==> src/rtl/cam_host_controller_pkg.sv <==
// Shared encodings for the CAM host controller: command opcodes, FSM states
// and default key/address widths.
package cam_host_controller_pkg;

  localparam int KEY_W_DEF  = 8;
  localparam int ADDR_W_DEF = 4;

  localparam logic [1:0] OP_WRITE  = 2'b00;
  localparam logic [1:0] OP_SEARCH = 2'b01;
  localparam logic [1:0] OP_CLEAR  = 2'b10;

  localparam logic [2:0] ST_IDLE     = 3'd0;
  localparam logic [2:0] ST_WR       = 3'd1;
  localparam logic [2:0] ST_SR_ISSUE = 3'd2;
  localparam logic [2:0] ST_SR_WAIT  = 3'd3;
  localparam logic [2:0] ST_RSP      = 3'd4;
  localparam logic [2:0] ST_CLR      = 3'd5;

endpackage

==> src/rtl/cam_host_controller.sv <==
// Initiator for one CAM: sequences wen/ren strobes for WRITE / SEARCH / CLEAR
// commands and returns one registered result per SEARCH.
module cam_host_controller
  import cam_host_controller_pkg::*;
#(
  parameter int               KEY_W     = KEY_W_DEF,
  parameter int               ADDR_W    = ADDR_W_DEF,
  parameter logic [KEY_W-1:0] CLEAR_KEY = '0
) (
  input  logic              clk,
  input  logic              rst_n,
  input  logic              cmd_valid,
  output logic              cmd_ready,
  input  logic [1:0]        cmd_op,
  input  logic [KEY_W-1:0]  cmd_key,
  input  logic [ADDR_W-1:0] cmd_addr,
  output logic              rsp_valid,
  input  logic              rsp_ready,
  output logic [ADDR_W-1:0] rsp_addr,
  output logic              rsp_hit,
  output logic              busy,
  output logic              cam_wen,
  output logic              cam_ren,
  output logic [KEY_W-1:0]  cam_din,
  output logic [ADDR_W-1:0] cam_addr,
  input  logic [ADDR_W-1:0] cam_dout,
  input  logic              cam_hit
);

  logic [2:0]        r_state;
  logic [ADDR_W-1:0] r_ctr;
  logic              r_cam_wen;
  logic              r_cam_ren;
  logic [KEY_W-1:0]  r_cam_din;
  logic [ADDR_W-1:0] r_cam_addr;
  logic              r_rsp_valid;
  logic              r_rsp_hit;
  logic [ADDR_W-1:0] r_rsp_addr;

  assign cmd_ready = (r_state == ST_IDLE);
  assign busy      = (r_state != ST_IDLE);
  assign cam_wen   = r_cam_wen;
  assign cam_ren   = r_cam_ren;
  assign cam_din   = r_cam_din;
  assign cam_addr  = r_cam_addr;
  assign rsp_valid = r_rsp_valid;
  assign rsp_hit   = r_rsp_hit;
  assign rsp_addr  = r_rsp_addr;

  // Strobes are set on the edge that enters a state, so each state's cycle
  // already presents its CAM access; wen and ren live in disjoint states.
  always_ff @(posedge clk or negedge rst_n) begin
    if (!rst_n) begin
      r_state     <= ST_IDLE;
      r_ctr       <= '0;
      r_cam_wen   <= 1'b0;
      r_cam_ren   <= 1'b0;
      r_cam_din   <= '0;
      r_cam_addr  <= '0;
      r_rsp_valid <= 1'b0;
      r_rsp_hit   <= 1'b0;
      r_rsp_addr  <= '0;
    end else begin
      case (r_state)
        ST_IDLE: begin
          if (cmd_valid) begin
            case (cmd_op)
              OP_WRITE: begin
                r_state    <= ST_WR;
                r_cam_wen  <= 1'b1;
                r_cam_din  <= cmd_key;
                r_cam_addr <= cmd_addr;
              end
              OP_SEARCH: begin
                r_state   <= ST_SR_ISSUE;
                r_cam_ren <= 1'b1;
                r_cam_din <= cmd_key;
              end
              OP_CLEAR: begin
                r_state    <= ST_CLR;
                r_ctr      <= '0;
                r_cam_wen  <= 1'b1;
                r_cam_din  <= CLEAR_KEY;
                r_cam_addr <= '0;
              end
              default: ;
            endcase
          end
        end
        ST_WR: begin
          r_cam_wen <= 1'b0;
          r_state   <= ST_IDLE;
        end
        ST_SR_ISSUE: begin
          r_cam_ren <= 1'b0;
          r_state   <= ST_SR_WAIT;
        end
        ST_SR_WAIT: begin
          // A miss reports address 0 regardless of what the CAM leaves on dout.
          r_rsp_valid <= 1'b1;
          r_rsp_hit   <= cam_hit;
          r_rsp_addr  <= cam_hit ? cam_dout : '0;
          r_state     <= ST_RSP;
        end
        ST_RSP: begin
          if (rsp_ready) begin
            r_rsp_valid <= 1'b0;
            r_state     <= ST_IDLE;
          end
        end
        ST_CLR: begin
          // Counter wrapping back to 0 ends the walk; one trailing cycle with wen low.
          if (!r_cam_wen) begin
            r_state <= ST_IDLE;
          end else begin
            r_ctr      <= r_ctr + 1'b1;
            r_cam_addr <= r_ctr + 1'b1;
            if (r_ctr == '1) r_cam_wen <= 1'b0;
          end
        end
        default: begin
          r_state   <= ST_IDLE;
          r_cam_wen <= 1'b0;
          r_cam_ren <= 1'b0;
        end
      endcase
    end
  end

endmodule

==> config.mk <==
export PLATFORM = sky130hd
export DESIGN_NAME = cam_host_controller
export DESIGN_NICKNAME = d
export VERILOG_FILES = /design/src/rtl/cam_host_controller_pkg.sv /design/src/rtl/cam_host_controller.sv
export SDC_FILE = /design/constraint.sdc
export NUM_CORES = 1
export LEC_CHECK = 0
export BUFFER_PORTS_ARGS = -buffer_cell sky130_fd_sc_hd__buf_2
export CORE_MARGIN = 4
export CORE_UTILIZATION = 54
export CTS_BUF_LIST = sky130_fd_sc_hd__clkbuf_8
export CTS_CLUSTER_DIAMETER = 100
export DETAILED_ROUTE_END_ITERATION = 10
export PLACE_DENSITY = 0.92
export SLEW_MARGIN = 20
export SYNTH_ARGS = -nofsm -noshare
export SYNTH_HDL_FRONTEND = slang
export SYNTH_SLANG_ARGS = --single-unit
==> constraint.sdc <==
create_clock -name clk -period 2.5 [get_ports clk]
set_input_delay 0.625 -clock clk [delete_from_list [all_inputs] [get_ports clk]]
set_output_delay 0.625 -clock clk [all_outputs]
set_load 0.05 [all_outputs]
-- Word level (Yosys, flattened, before mapping)
Index checks and enable logic that the tools add are counted.
- bitwise operators: 2
- equal/unequal tests: 17
- mux-type cells: 24
- reduce and logical (&&, ||, !) cells: 17
- $add $sub $neg: 1
- operators with widths (kind ; count):
    4-bit one-hot mux with 2 select lines ; 3
    4-bit 2-to-1 mux ; 5
    8-bit one-hot mux with 2 select lines ; 1
    3-bit one-hot mux with 5 select lines ; 1
    4-bit AND reduction ; 3
    2-bit inequality test, second input constant ; 5
    3-bit 2-to-1 mux ; 3
    3-bit one-hot mux with 3 select lines ; 1
    3-bit AND reduction ; 3
    1-bit 2-to-1 mux ; 7
    3-bit by 2-bit equality test with 1-bit output, second input constant ; 2
    3-bit equality test, second input constant ; 2
    2-bit nonzero test ; 3
    4-bit by 1-bit adder with 4-bit output, second input constant ; 1
    4-bit equality test, second input constant ; 1
    2-bit by 1-bit inequality test with 1-bit output, second input constant ; 2
    4-bit by 1-bit inequality test with 1-bit output, second input constant ; 1
    1-bit one-hot mux with 2 select lines ; 2
    2-bit OR reduction ; 2
    4-bit OR reduction ; 1
    3-bit by 1-bit equality test with 1-bit output, second input constant ; 1
    3-bit zero test ; 1
    3-bit by 1-bit inequality test with 1-bit output, second input constant ; 1
    1-bit one-hot mux with 3 select lines ; 1
    other kinds (7) ; 8
- register bits after elaboration: 27
- output and inout port bits: 22

-- Longest topological paths before layout
Gate-level depths: netlist of the first run.
- depth in word-level cells: 5
- mapped depth: 6

-- Worst setup path after synthesis of the first run
OpenSTA, ideal clock, no wires.
- kind: register to register
- start: reg r_state[0]
- end: reg r_cam_din[0], in the netlist cam_din[0]
- setup time: 0.067 ns
- arrival time: 2.903 ns
- period minus slack after synthesis: 2.970 ns
- buffers on the path: 0
- data required time: 2.433 ns
- setup slack: -0.470 ns
- stages on the path, launching flop included: 5
- path through: dfrtp_1 -> nor3_1 -> inv_1 -> nor3b_2 -> a22o_1
- longest elaborated chain between the ends: 2
- RTL lines (item ; RTL line ; text):
    from (decl) ; cam_host_controller.sv:30 ; logic [2:0] r_state;
    from (signal assigned) ; cam_host_controller.sv:54 ; r_state <= ST_IDLE;
    from (signal assigned) ; cam_host_controller.sv:69 ; r_state <= ST_WR;
    from (signal assigned) ; cam_host_controller.sv:75 ; r_state <= ST_SR_ISSUE;
    3-bit zero test ; n/a ;
    net cmd_ready ; cam_host_controller.sv:13 ; output logic cmd_ready,
    3-bit AND reduction (no line) ; n/a ;
    to (signal assigned) ; cam_host_controller.sv:71 ; r_cam_din <= cmd_key;
    to (signal assigned) ; cam_host_controller.sv:77 ; r_cam_din <= cmd_key;
    to (decl) ; cam_host_controller.sv:34 ; logic [KEY_W-1:0] r_cam_din;
The timed path passes the listed nets, and every way through them passes these cells.
A chain may end at the register's enable or synchronous reset.

-- Worst setup path in the final report of the first run
- start: reg r_state[0]
- end: out busy
- longest elaborated chain between the ends: 1
- RTL lines (item ; RTL line ; text):
    3-bit nonzero test ; cam_host_controller.sv:41 ; assign busy = (r_state != ST_IDLE);
    to (decl) ; cam_host_controller.sv:21 ; output logic busy,
No other way between the ends.

==> impl_metrics.xml, run 1 <==
<?xml version="1.0" encoding="UTF-8"?>
<metrics>
  <group name="setup_path">
    <metric name="setup.reg_to_reg.worst_slack" unit="ps">720</metric>
    <metric name="path_max_fanout" unit="">15</metric>
    <metric name="criticalPathCategory" unit="">reg2out</metric>
    <metric name="worstReg2RegStart" unit="">r_state[0]</metric>
    <metric name="worst_r2r_path_depth" unit="">3</metric>
    <metric name="critPathCaptureType" unit="">primary output</metric>
    <metric name="critical_path.startpoint_type" unit="">flip-flop</metric>
    <metric name="req_time_crit_path" unit="ps">1880</metric>
    <metric name="worst_r2r_endpoint" unit="">r_ctr[1]</metric>
    <metric name="cp_data_arrival_time" unit="ps">1430</metric>
  </group>
  <group name="synth">
    <metric name="ys_types" unit="">35</metric>
    <metric name="avgSynthCellArea" unit="sq um">10.3</metric>
    <metric name="synthesized_instance_count" unit="">121</metric>
    <metric name="synth-seq-area-share" unit="%">54.1</metric>
    <metric name="synth.cell_area" unit="sq um">1250</metric>
    <metric name="synth.ff_latch_count" unit="">27</metric>
    <metric name="synth_warnings" unit="">0</metric>
    <metric name="synthesis.nets" unit="">145</metric>
  </group>
  <group name="die">
    <metric name="boundaryPins" unit="">45</metric>
    <metric name="die-width" unit="um">56.1</metric>
    <metric name="std_cell_rows" unit="">17</metric>
    <metric name="design.core.area" unit="sq um">2210</metric>
    <metric name="die_y" unit="um">56.1</metric>
    <metric name="die-area" unit="sq um">3150</metric>
    <metric name="initial_utilization" unit="%">56.5</metric>
  </group>
  <group name="timing">
    <metric name="worstMarginPinSlew" unit="ps">565</metric>
    <metric name="finalCriticalPeriod" unit="ps">2060</metric>
    <metric name="final-max-slew-violation-count" unit="">0</metric>
    <metric name="unrepaired_setup_endpoints_after_global_routing" unit="">no</metric>
    <metric name="timing.final.crit_share" unit="%">82.3</metric>
    <metric name="setup_tns" unit="ps">0</metric>
    <metric name="hold_viol_final" unit="">0</metric>
    <metric name="timing.clock.skew" unit="ps">6.52</metric>
    <metric name="max_slew_margin" unit="%">62.3</metric>
    <metric name="max_freq" unit="MHz">486</metric>
    <metric name="final-setup-viol-count" unit="">0</metric>
  </group>
  <group name="routing">
    <metric name="routed_wirelength" unit="um">2690</metric>
    <metric name="post_route_m1_wl" unit="um">1110</metric>
    <metric name="drt_drc_violations_left" unit="">0</metric>
    <metric name="detailedRoute.firstIterationViolations" unit="">25</metric>
    <metric name="detailroute.via_count" unit="">1080</metric>
    <metric name="route.detailed.wl_per_inst" unit="um">13.9</metric>
    <metric name="dr_wl_met2" unit="um">1310</metric>
    <metric name="met3WireLength" unit="um">203</metric>
    <metric name="vias_per_cell" unit="">5.60</metric>
    <metric name="top_layer" unit="">met4</metric>
    <metric name="detail_route.first_pass.iterations" unit="">4</metric>
    <metric name="drtAntennaViolNets" unit="">0</metric>
  </group>
  <group name="final_layout">
    <metric name="n_antenna_cell" unit="">0</metric>
    <metric name="drive_gt1_share" unit="%">32.1</metric>
    <metric name="post-route-cell-area" unit="sq um">1540</metric>
    <metric name="num-nets-final" unit="">190</metric>
    <metric name="area_growth" unit="%">23.0</metric>
  </group>
  <group name="clock_network">
    <metric name="cts_inserted_buffers" unit="">3</metric>
    <metric name="cts_setup_buffers" unit="">0</metric>
    <metric name="cts.path.max_buffers" unit="">2</metric>
    <metric name="worstSkewPairLatency" unit="ps">280</metric>
    <metric name="htree_levels" unit="">1</metric>
    <metric name="cts_resized" unit="">0</metric>
    <metric name="cts_sinks" unit="">27</metric>
    <metric name="clkSlewWorstSetupHoldPaths" unit="ps">90</metric>
    <metric name="cts-root-buf" unit="">clkbuf_8</metric>
    <metric name="tritoncts" unit="">yes</metric>
    <metric name="hold_buffers" unit="">0</metric>
  </group>
  <group name="run">
    <metric name="max-cap-violations" unit="">0</metric>
  </group>
  <group name="placement">
    <metric name="detailed_place.area" unit="sq um">1490</metric>
    <metric name="numPortBuffers" unit="">44</metric>
    <metric name="dp_hpwl" unit="um">2060</metric>
    <metric name="place_congestion" unit="">0.794</metric>
  </group>
  <group name="power_and_ir_drop">
    <metric name="share_clk_of_total_power" unit="%">11.0</metric>
    <metric name="p_comb_share" unit="%">54.2</metric>
    <metric name="static-leakage-power" unit="nW">0.750</metric>
    <metric name="peak_vdd_ir" unit="V">0.00110</metric>
    <metric name="power.density" unit="nW/um^2">1470</metric>
    <metric name="share_seq_of_total_power" unit="%">34.7</metric>
    <metric name="power.switching_fraction" unit="%">53.8</metric>
    <metric name="p_int" unit="W">0.00105</metric>
    <metric name="net-switching-power" unit="W">0.00122</metric>
  </group>
  <group name="worst_hold_path">
    <metric name="worst_hold_path_type" unit="">in2async</metric>
  </group>
  <group name="global_routing">
    <metric name="groute.usage.overall" unit="%">19.0</metric>
    <metric name="grt_antenna_before_repair" unit="">0</metric>
    <metric name="grt.overflow.total" unit="">0</metric>
    <metric name="first_global_vias" unit="">1102</metric>
    <metric name="grt_max_degree" unit="">28</metric>
    <metric name="wire_length_of_the_first_global_routing_pass" unit="um">4780</metric>
  </group>
  <group name="run_status">
    <metric name="status" unit="">completed</metric>
  </group>
</metrics>
-- synthesized netlist by cell type (all sizes together) --
| master | count | area share (%) |
|---|---|---|
| inv | 4 | 1.2 |
| o21a | 2 | 1.2 |
| a22oi | 2 | 1.2 |
| nand2b | 3 | 1.5 |
| o31ai | 1 | 0.60 |
| nand3b | 3 | 1.8 |
| nand2 | 14 | 4.2 |
| a21boi | 1 | 0.60 |
| and3b | 1 | 0.70 |
| a221o | 1 | 0.80 |
| nor2b | 2 | 1.0 |
| ha | 1 | 1.0 |
| nor3 | 1 | 0.40 |
| dfrtp | 27 | 54 |
| nor4b | 1 | 0.70 |
| o21ai | 11 | 4.4 |
| nand3 | 5 | 2.0 |
| o211ai | 1 | 0.60 |
| mux2 | 2 | 1.8 |
| a31oi | 3 | 1.5 |
| clkbuf | 1 | 0.30 |
| or3b | 1 | 0.70 |
| or2 | 1 | 0.50 |
| o32ai | 1 | 0.70 |
| a21oi | 8 | 4.1 |
| o22ai | 1 | 0.50 |
| xor2 | 1 | 0.70 |
| a22o | 8 | 5.6 |
| nor2 | 8 | 2.4 |
| nor3b | 1 | 1.0 |
| or4b | 1 | 0.80 |
| buf | 3 | 1.4 |
-- layer usage --
layer	GRT usage, %	up-vias
met3	4.18	8
met2	31.6	42
met5	0	-
met1	23.3	504
li1	-	526
met4	9.15	0
-- layout by cell type (no fill, tap or decap), types with 2 or more instances in the layout --
master	synthesis	final
dfrtp_1	27	27
nor2b_1	2	2
a21oi_1	7	7
buf_2	2	44
a22oi_1	2	2
o21a_1	2	2
nand3b_1	3	3
clkbuf_8	0	3
a31oi_1	3	3
inv_1	4	4
nand2b_1	3	3
o21ai_0	11	11
nand3_1	5	5
nand2_1	14	14
a22o_1	8	8
nor2_1	8	8
-- critical path: stages, from the launching register on --
cell	delay, ps
dfrtp_1	540
nor3_2	290
inv_1	100
buf_2	220
-- area by class of cell --
cell class | instances | area (sq um)
clock buffer | 3 | 41.3
clock inverter | 1 | 7.51
fill | 183 | 674
inverter | 4 | 15.0
multi-input combinational | 86 | 543
sequential | 27 | 676
tap | 28 | 35.0
timing repair buffer | 44 | 220
-- how the worst max path moves through the flow --
stage / end / start / slack [ps]
finish: busy / r_state[0] / 440
CTS: busy / r_state[0] / 440
global route: busy / r_state[0] / 330
global placement: r_ctr[1] / cmd_valid / 610
detailed placement: r_ctr[1] / cmd_valid / 560
floorplan: cam_din[0] / r_state[0] / 180
-- logic make-up after synthesis --
family	after synthesis	synth area share [%]
simple gates	42	17.7
compound gates	40	21.8
flops	27	54.1
buf+inv	8	2.90
mux	2	1.80
xor+xnor	1	0.701
fa+ha+maj	1	1.00
-- state kept, by name, indices dropped and copies added (netlist names) --
signal,count
cam_addr,4
cam_din,8
cam_ren,1
cam_wen,1
r_ctr,4
r_state,3
rsp_addr,4
rsp_hit,1
rsp_valid,1
-- power groups by stage --
stage | clock network (W) | logic (W) | registers [W]
after floorplan | 0 | 0.000502 | 0.00124
final | 0.000250 | 0.00123 | 0.000786
after global routing | 0.000278 | 0.00130 | 0.000824
after detailed placement | 0 | 0.00124 | 0.000787
after global placement | 0 | 0.00120 | 0.000780
after CTS | 0.000261 | 0.00124 | 0.000784
-- through the flow --
step,hold slack (ps),util [%],cells,setup WS [ps],power [W]
floorplan,329,-,121,182,0.00174
global placement,458,67.3,189,606,0.00198
detailed placement,466,67.3,189,561,0.00202
CTS,343,69.5,193,438,0.00228
global route,384,69.5,193,326,0.00241
finish,326,69.5,193,443,0.00226
No activity file was read; power rests on OpenSTA's default activity.
==> inputs of run 2 (changes only) <==
Settings changed: CORE_UTILIZATION 54 to 50, PLACE_DENSITY 0.92 to 0.86.
Clock period 2.5 ns to 1.9 ns, I/O delays scaled along.
==> impl_metrics.xml, run 2 (same netlist as run 1, synthesis figures left out) <==
<?xml version="1.0" encoding="UTF-8"?>
<metrics>
  <group name="worst_hold_path">
    <metric name="worst_hold_path_type" unit="">in2async</metric>
  </group>
  <group name="setup_path">
    <metric name="critPathCaptureType" unit="">primary output</metric>
    <metric name="critical_path.startpoint_type" unit="">flip-flop</metric>
    <metric name="criticalPathCategory" unit="">reg2out</metric>
    <metric name="worst_path_cell_chain" unit="">nor3_4 &gt; inv_1 &gt; buf_2</metric>
    <metric name="timing.critical_path.slowest_stage_cell" unit="">dfrtp_1</metric>
    <metric name="req_time_crit_path" unit="ps">1420</metric>
    <metric name="max_stage_delay" unit="ps">490</metric>
    <metric name="path_max_fanout" unit="">8</metric>
    <metric name="cp_data_arrival_time" unit="ps">1330</metric>
  </group>
  <group name="die">
    <metric name="boundaryPins" unit="">45</metric>
    <metric name="std_cell_rows" unit="">17</metric>
    <metric name="die-area" unit="sq um">3360</metric>
    <metric name="design.core.area" unit="sq um">2300</metric>
    <metric name="die_y" unit="um">58</metric>
    <metric name="initial_utilization" unit="%">54.4</metric>
    <metric name="die-width" unit="um">58</metric>
  </group>
  <group name="clock_network">
    <metric name="cts-root-buf" unit="">clkbuf_8</metric>
    <metric name="cts_setup_buffers" unit="">0</metric>
    <metric name="htree_levels" unit="">1</metric>
    <metric name="hold_buffers" unit="">0</metric>
    <metric name="clkSlewWorstSetupHoldPaths" unit="ps">90</metric>
    <metric name="tritoncts" unit="">yes</metric>
    <metric name="worstSkewPairLatency" unit="ps">280</metric>
    <metric name="cts_sinks" unit="">27</metric>
    <metric name="cts.path.max_buffers" unit="">2</metric>
    <metric name="cts_resized" unit="">0</metric>
    <metric name="cts_inserted_buffers" unit="">3</metric>
  </group>
  <group name="run_status">
    <metric name="status" unit="">completed</metric>
  </group>
  <group name="timing">
    <metric name="timing.clock.skew" unit="ps">4.34</metric>
    <metric name="max_slew_margin" unit="%">60.6</metric>
    <metric name="finalCriticalPeriod" unit="ps">1810</metric>
    <metric name="unrepaired_setup_endpoints_after_global_routing" unit="">no</metric>
    <metric name="hold_slack" unit="ps">193</metric>
    <metric name="hold_viol_final" unit="">0</metric>
    <metric name="final-setup-viol-count" unit="">0</metric>
    <metric name="max_freq" unit="MHz">554</metric>
    <metric name="worstMarginPinSlew" unit="ps">591</metric>
    <metric name="final-max-slew-violation-count" unit="">0</metric>
    <metric name="timing.final.crit_share" unit="%">95.0</metric>
  </group>
  <group name="final_layout">
    <metric name="drive_gt1_share" unit="%">34.1</metric>
    <metric name="n_antenna_cell" unit="">0</metric>
    <metric name="layout.cells.most_common" unit="">buf_2</metric>
    <metric name="largest_register_ffs" unit="">8</metric>
    <metric name="final_core_util" unit="%">68.8</metric>
    <metric name="area_growth" unit="%">26.5</metric>
    <metric name="num-nets-final" unit="">195</metric>
    <metric name="post_layout_nonfiller_instances" unit="">198</metric>
    <metric name="top_library_cells_by_usage_in_the_layout_fill_and_taps_aside" unit="">buf_2, dfrtp_1, nand2_1, o21ai_0</metric>
    <metric name="post-route-cell-area" unit="sq um">1580</metric>
  </group>
  <group name="routing">
    <metric name="route.detailed.wl_per_inst" unit="um">14.6</metric>
    <metric name="drt_drc_violations_left" unit="">0</metric>
    <metric name="drtAntennaViolNets" unit="">0</metric>
    <metric name="detailedRoute.firstIterationViolations" unit="">27</metric>
    <metric name="detail_route.first_pass.iterations" unit="">4</metric>
    <metric name="vias_per_cell" unit="">5.54</metric>
    <metric name="detailroute.via_count" unit="">1097</metric>
    <metric name="routed_wirelength" unit="um">2900</metric>
  </group>
  <group name="global_routing">
    <metric name="wire_length_of_the_first_global_routing_pass" unit="um">5010</metric>
    <metric name="groute.usage.overall" unit="%">19.1</metric>
    <metric name="first_global_vias" unit="">1154</metric>
    <metric name="grt_max_degree" unit="">28</metric>
    <metric name="grt_antenna_before_repair" unit="">0</metric>
    <metric name="grt.overflow.total" unit="">0</metric>
  </group>
  <group name="power_and_ir_drop">
    <metric name="peak_vdd_ir" unit="V">0.00145</metric>
    <metric name="static-leakage-power" unit="nW">0.776</metric>
    <metric name="power.density" unit="nW/um^2">1940</metric>
  </group>
  <group name="placement">
    <metric name="dp_hpwl" unit="um">2260</metric>
    <metric name="place_congestion" unit="">0.770</metric>
    <metric name="dp.cells" unit="">194</metric>
    <metric name="numPortBuffers" unit="">44</metric>
    <metric name="detailed_place.area" unit="sq um">1530</metric>
  </group>
  <group name="run">
    <metric name="max-cap-violations" unit="">0</metric>
  </group>
</metrics>
[run 2: changes by cell type in the layout (fill, tap and decap cells not counted), sizes merged]
cell	delta
buf	+5
[run 2: final cells by class]
| cell class | instances | area, sq um |
|---|---|---|
| Fill cell | 201 | 716 |
| Inverter | 4 | 15.0 |
| Multi-Input combinational cell | 86 | 549 |
| Timing Repair Buffer | 49 | 258 |
| Clock inverter | 1 | 7.51 |
| Clock buffer | 3 | 41.3 |
| Sequential cell | 27 | 676 |
| Tap cell | 28 | 35.0 |
[run 2: worst paths after layout]
kind | end | slack, ps | depth (start not counted) | start
setup / recovery | busy | 90 | 3 | r_state[0]
hold / removal | cam_addr[1] | 190 | 1 | rst_n
setup reg to reg | cam_addr[3] | 180 | 4 | r_state[0]
hold reg to reg | rsp_addr[2] | 490 | 2 | rsp_addr[2]
max in group asynchronous | r_state[2] | 1320 | 1 | rst_n
min in group clk | cam_din[1] | 410 | 2 | cmd_key[1]
[run 2: critical path, delay by kind of cell (launching register included)]
kind / cells / cell delay [ps]
buf+inv: 2 / 310
flops: 1 / 490
simple gates: 1 / 250
[run 2: per-layer routing]
metal  GRT usage, %  part of all wire (%)  wire length [um]  vias up
met2           33.2                    49              1430       38
met5              0                     0                 0        -
li1               -                     -                 -      536
met3           3.34                   6.8               198        7
met4           7.95                   2.1                61        0
met1           23.1                    42              1200      516
[run 2: through the flow]
| step | setup slack (ps) | setup TNS, ps | total power, W |
|---|---|---|---|
| after floorplan | -117 | -937 | 0.00231 |
| after global placement | 155 | 0 | 0.00269 |
| after detailed placement | 106 | 0 | 0.00275 |
| after CTS | 83.8 | 0 | 0.00309 |
| after global routing | 18.7 | 0 | 0.00325 |
| final | 94.4 | 0 | 0.00306 |
[run 2: power breakdown]
part	internal [W]	switching (W)
registers	0.000804	0.000189
logic	0.000478	0.00126
clock network	0.000149	0.000181
total	0.00143	0.00163
==> inputs of run 3 (changes only) <==
Settings changed: REMOVE_ABC_BUFFERS set to 1.
==> impl_metrics.xml, run 3 (same netlist as run 1, synthesis figures left out) <==
<?xml version="1.0" encoding="UTF-8"?>
<metrics>
  <group name="die">
    <metric name="std_cell_rows" unit="">17</metric>
    <metric name="die-width" unit="um">58</metric>
    <metric name="design.core.area" unit="sq um">2300</metric>
    <metric name="die-area" unit="sq um">3360</metric>
    <metric name="die_y" unit="um">58</metric>
    <metric name="boundaryPins" unit="">45</metric>
    <metric name="initial_utilization" unit="%">54.4</metric>
  </group>
  <group name="routing">
    <metric name="detailroute.via_count" unit="">1107</metric>
    <metric name="vias_per_cell" unit="">5.59</metric>
    <metric name="detailedRoute.firstIterationViolations" unit="">27</metric>
    <metric name="routed_wirelength" unit="um">2930</metric>
    <metric name="drtAntennaViolNets" unit="">0</metric>
    <metric name="drt_drc_violations_left" unit="">0</metric>
    <metric name="detail_route.first_pass.iterations" unit="">4</metric>
    <metric name="route.detailed.wl_per_inst" unit="um">14.8</metric>
  </group>
  <group name="final_layout">
    <metric name="drive_gt1_share" unit="%">34.7</metric>
    <metric name="area_growth" unit="%">26.6</metric>
    <metric name="final_core_util" unit="%">68.9</metric>
    <metric name="num-nets-final" unit="">195</metric>
    <metric name="largest_register_ffs" unit="">8</metric>
    <metric name="top_library_cells_by_usage_in_the_layout_fill_and_taps_aside" unit="">buf_2, dfrtp_1, nand2_1, o21ai_0</metric>
    <metric name="layout.cells.most_common" unit="">buf_2</metric>
    <metric name="n_antenna_cell" unit="">0</metric>
  </group>
  <group name="setup_path">
    <metric name="crit_buf_inv" unit="">2</metric>
    <metric name="worst_path_cell_chain" unit="">nor3_4 &gt; inv_1 &gt; buf_2</metric>
    <metric name="max_stage_delay" unit="ps">490</metric>
    <metric name="critical_path.startpoint_type" unit="">flip-flop</metric>
    <metric name="req_time_crit_path" unit="ps">1420</metric>
    <metric name="worst_path_dominant_cell_family" unit="">flip-flops</metric>
    <metric name="timing.critical_path.slowest_stage_cell" unit="">dfrtp_2</metric>
    <metric name="criticalPathCategory" unit="">reg2out</metric>
    <metric name="cp_data_arrival_time" unit="ps">1320</metric>
    <metric name="path_max_fanout" unit="">9</metric>
    <metric name="critPathCaptureType" unit="">primary output</metric>
  </group>
  <group name="placement">
    <metric name="place_congestion" unit="">0.729</metric>
    <metric name="dp_hpwl" unit="um">2110</metric>
    <metric name="numPortBuffers" unit="">44</metric>
    <metric name="preCtsSetupSlack" unit="ps">125</metric>
  </group>
  <group name="global_routing">
    <metric name="first_global_vias" unit="">1161</metric>
    <metric name="grt_antenna_before_repair" unit="">0</metric>
    <metric name="wire_length_of_the_first_global_routing_pass" unit="um">4970</metric>
    <metric name="grt_max_degree" unit="">28</metric>
    <metric name="grt.overflow.total" unit="">0</metric>
    <metric name="groute.usage.overall" unit="%">19.1</metric>
  </group>
  <group name="timing">
    <metric name="smallest_setup_slack_after_layout" unit="ps">108</metric>
    <metric name="max_freq" unit="MHz">558</metric>
    <metric name="hold_viol_final" unit="">0</metric>
    <metric name="timing.final.crit_share" unit="%">94.3</metric>
    <metric name="unrepaired_setup_endpoints_after_global_routing" unit="">no</metric>
    <metric name="final-max-slew-violation-count" unit="">0</metric>
    <metric name="final-setup-viol-count" unit="">0</metric>
    <metric name="finalCriticalPeriod" unit="ps">1790</metric>
    <metric name="timing.clock.skew" unit="ps">5.23</metric>
    <metric name="max_slew_margin" unit="%">61.0</metric>
    <metric name="worstMarginPinSlew" unit="ps">585</metric>
  </group>
  <group name="clock_network">
    <metric name="cts_sinks" unit="">27</metric>
    <metric name="tritoncts" unit="">yes</metric>
    <metric name="hold_buffers" unit="">0</metric>
    <metric name="cts_inserted_buffers" unit="">3</metric>
    <metric name="htree_levels" unit="">1</metric>
    <metric name="worstSkewPairLatency" unit="ps">280</metric>
    <metric name="cts.path.max_buffers" unit="">2</metric>
    <metric name="cts-root-buf" unit="">clkbuf_8</metric>
    <metric name="clkSlewWorstSetupHoldPaths" unit="ps">100</metric>
  </group>
  <group name="power_and_ir_drop">
    <metric name="peak_vdd_ir" unit="V">0.00156</metric>
    <metric name="power.density" unit="nW/um^2">1940</metric>
    <metric name="static-leakage-power" unit="nW">0.775</metric>
  </group>
  <group name="run_status">
    <metric name="status" unit="">completed</metric>
  </group>
  <group name="worst_hold_path">
    <metric name="worst_hold_path_type" unit="">in2async</metric>
  </group>
  <group name="run">
    <metric name="max-cap-violations" unit="">0</metric>
  </group>
</metrics>
## run 3: worst register-to-register path, delay by kind of cell, from the launching register on
family             cells  cell delay [ps]
and+or+nand+nor        1              600
DFF                    1              490
AOI/OAI and AO/OA      3              540
## run 3: area by class of cell
class | instances | area (sq um)
clock inverter | 1 | 7.51
timing repair buffer | 49 | 258
tap | 28 | 35.0
multi-input combinational | 86 | 549
sequential | 27 | 677
fill | 166 | 714
inverter | 4 | 15.0
clock buffer | 3 | 41.3
## run 3: metal layers
layer,up-vias,GRT usage [%],share of wire (%)
li1,533,-,-
met1,529,21.9,40
met2,40,35.0,51
met3,5,3.56,7.4
met4,0,6.95,1.4
met5,-,0,0
## run 3: through the flow
step / total power (W) / cell area (sq um) / hold slack (ps) / setup TNS (ps) / std cells
final: 0.00308 / 1580 / 187 / 0 / 198
after global routing: 0.00326 / 1580 / 240 / 0 / 198
after CTS: 0.00306 / 1580 / 210 / 0 / 198
after detailed placement: 0.00271 / 1520 / 466 / 0 / 194
after global placement: 0.00265 / 1520 / 459 / 0 / 194
after floorplan: 0.00225 / 1230 / 179 / -10580 / 117
## run 3: power by group
| part | switching (W) | internal, W | leakage [nW] |
|---|---|---|---|
| sequential | 0.000183 | 0.000806 | 0.340 |
| combinational | 0.00127 | 0.000478 | 0.413 |
| clock | 0.000186 | 0.000149 | 0.0217 |
| total | 0.00164 | 0.00143 | 0.775 |
## run 3: what timing repair did
| action | 4_1_cts | 5_1_grt |
|---|---|---|
| setup endpoints to repair | 2 | 2 |
| resized for setup | 1 | 2 |
| setup buffers | 0 | 0 |
## run 3: path summary, 6_finish.rpt
check / depth (start not counted) / slack [ps] / endpoint / from
min in group clk: 2 / 400 / cam_din[3] / cmd_key[3]
max in group asynchronous: 1 / 1290 / r_state[2] / rst_n
min reg2reg: 2 / 480 / rsp_addr[3] / rsp_addr[3]
max reg2reg: 4 / 180 / cam_addr[3] / r_state[2]
min: 1 / 190 / cam_addr[2] / rst_n
max: 3 / 110 / busy / r_state[2]
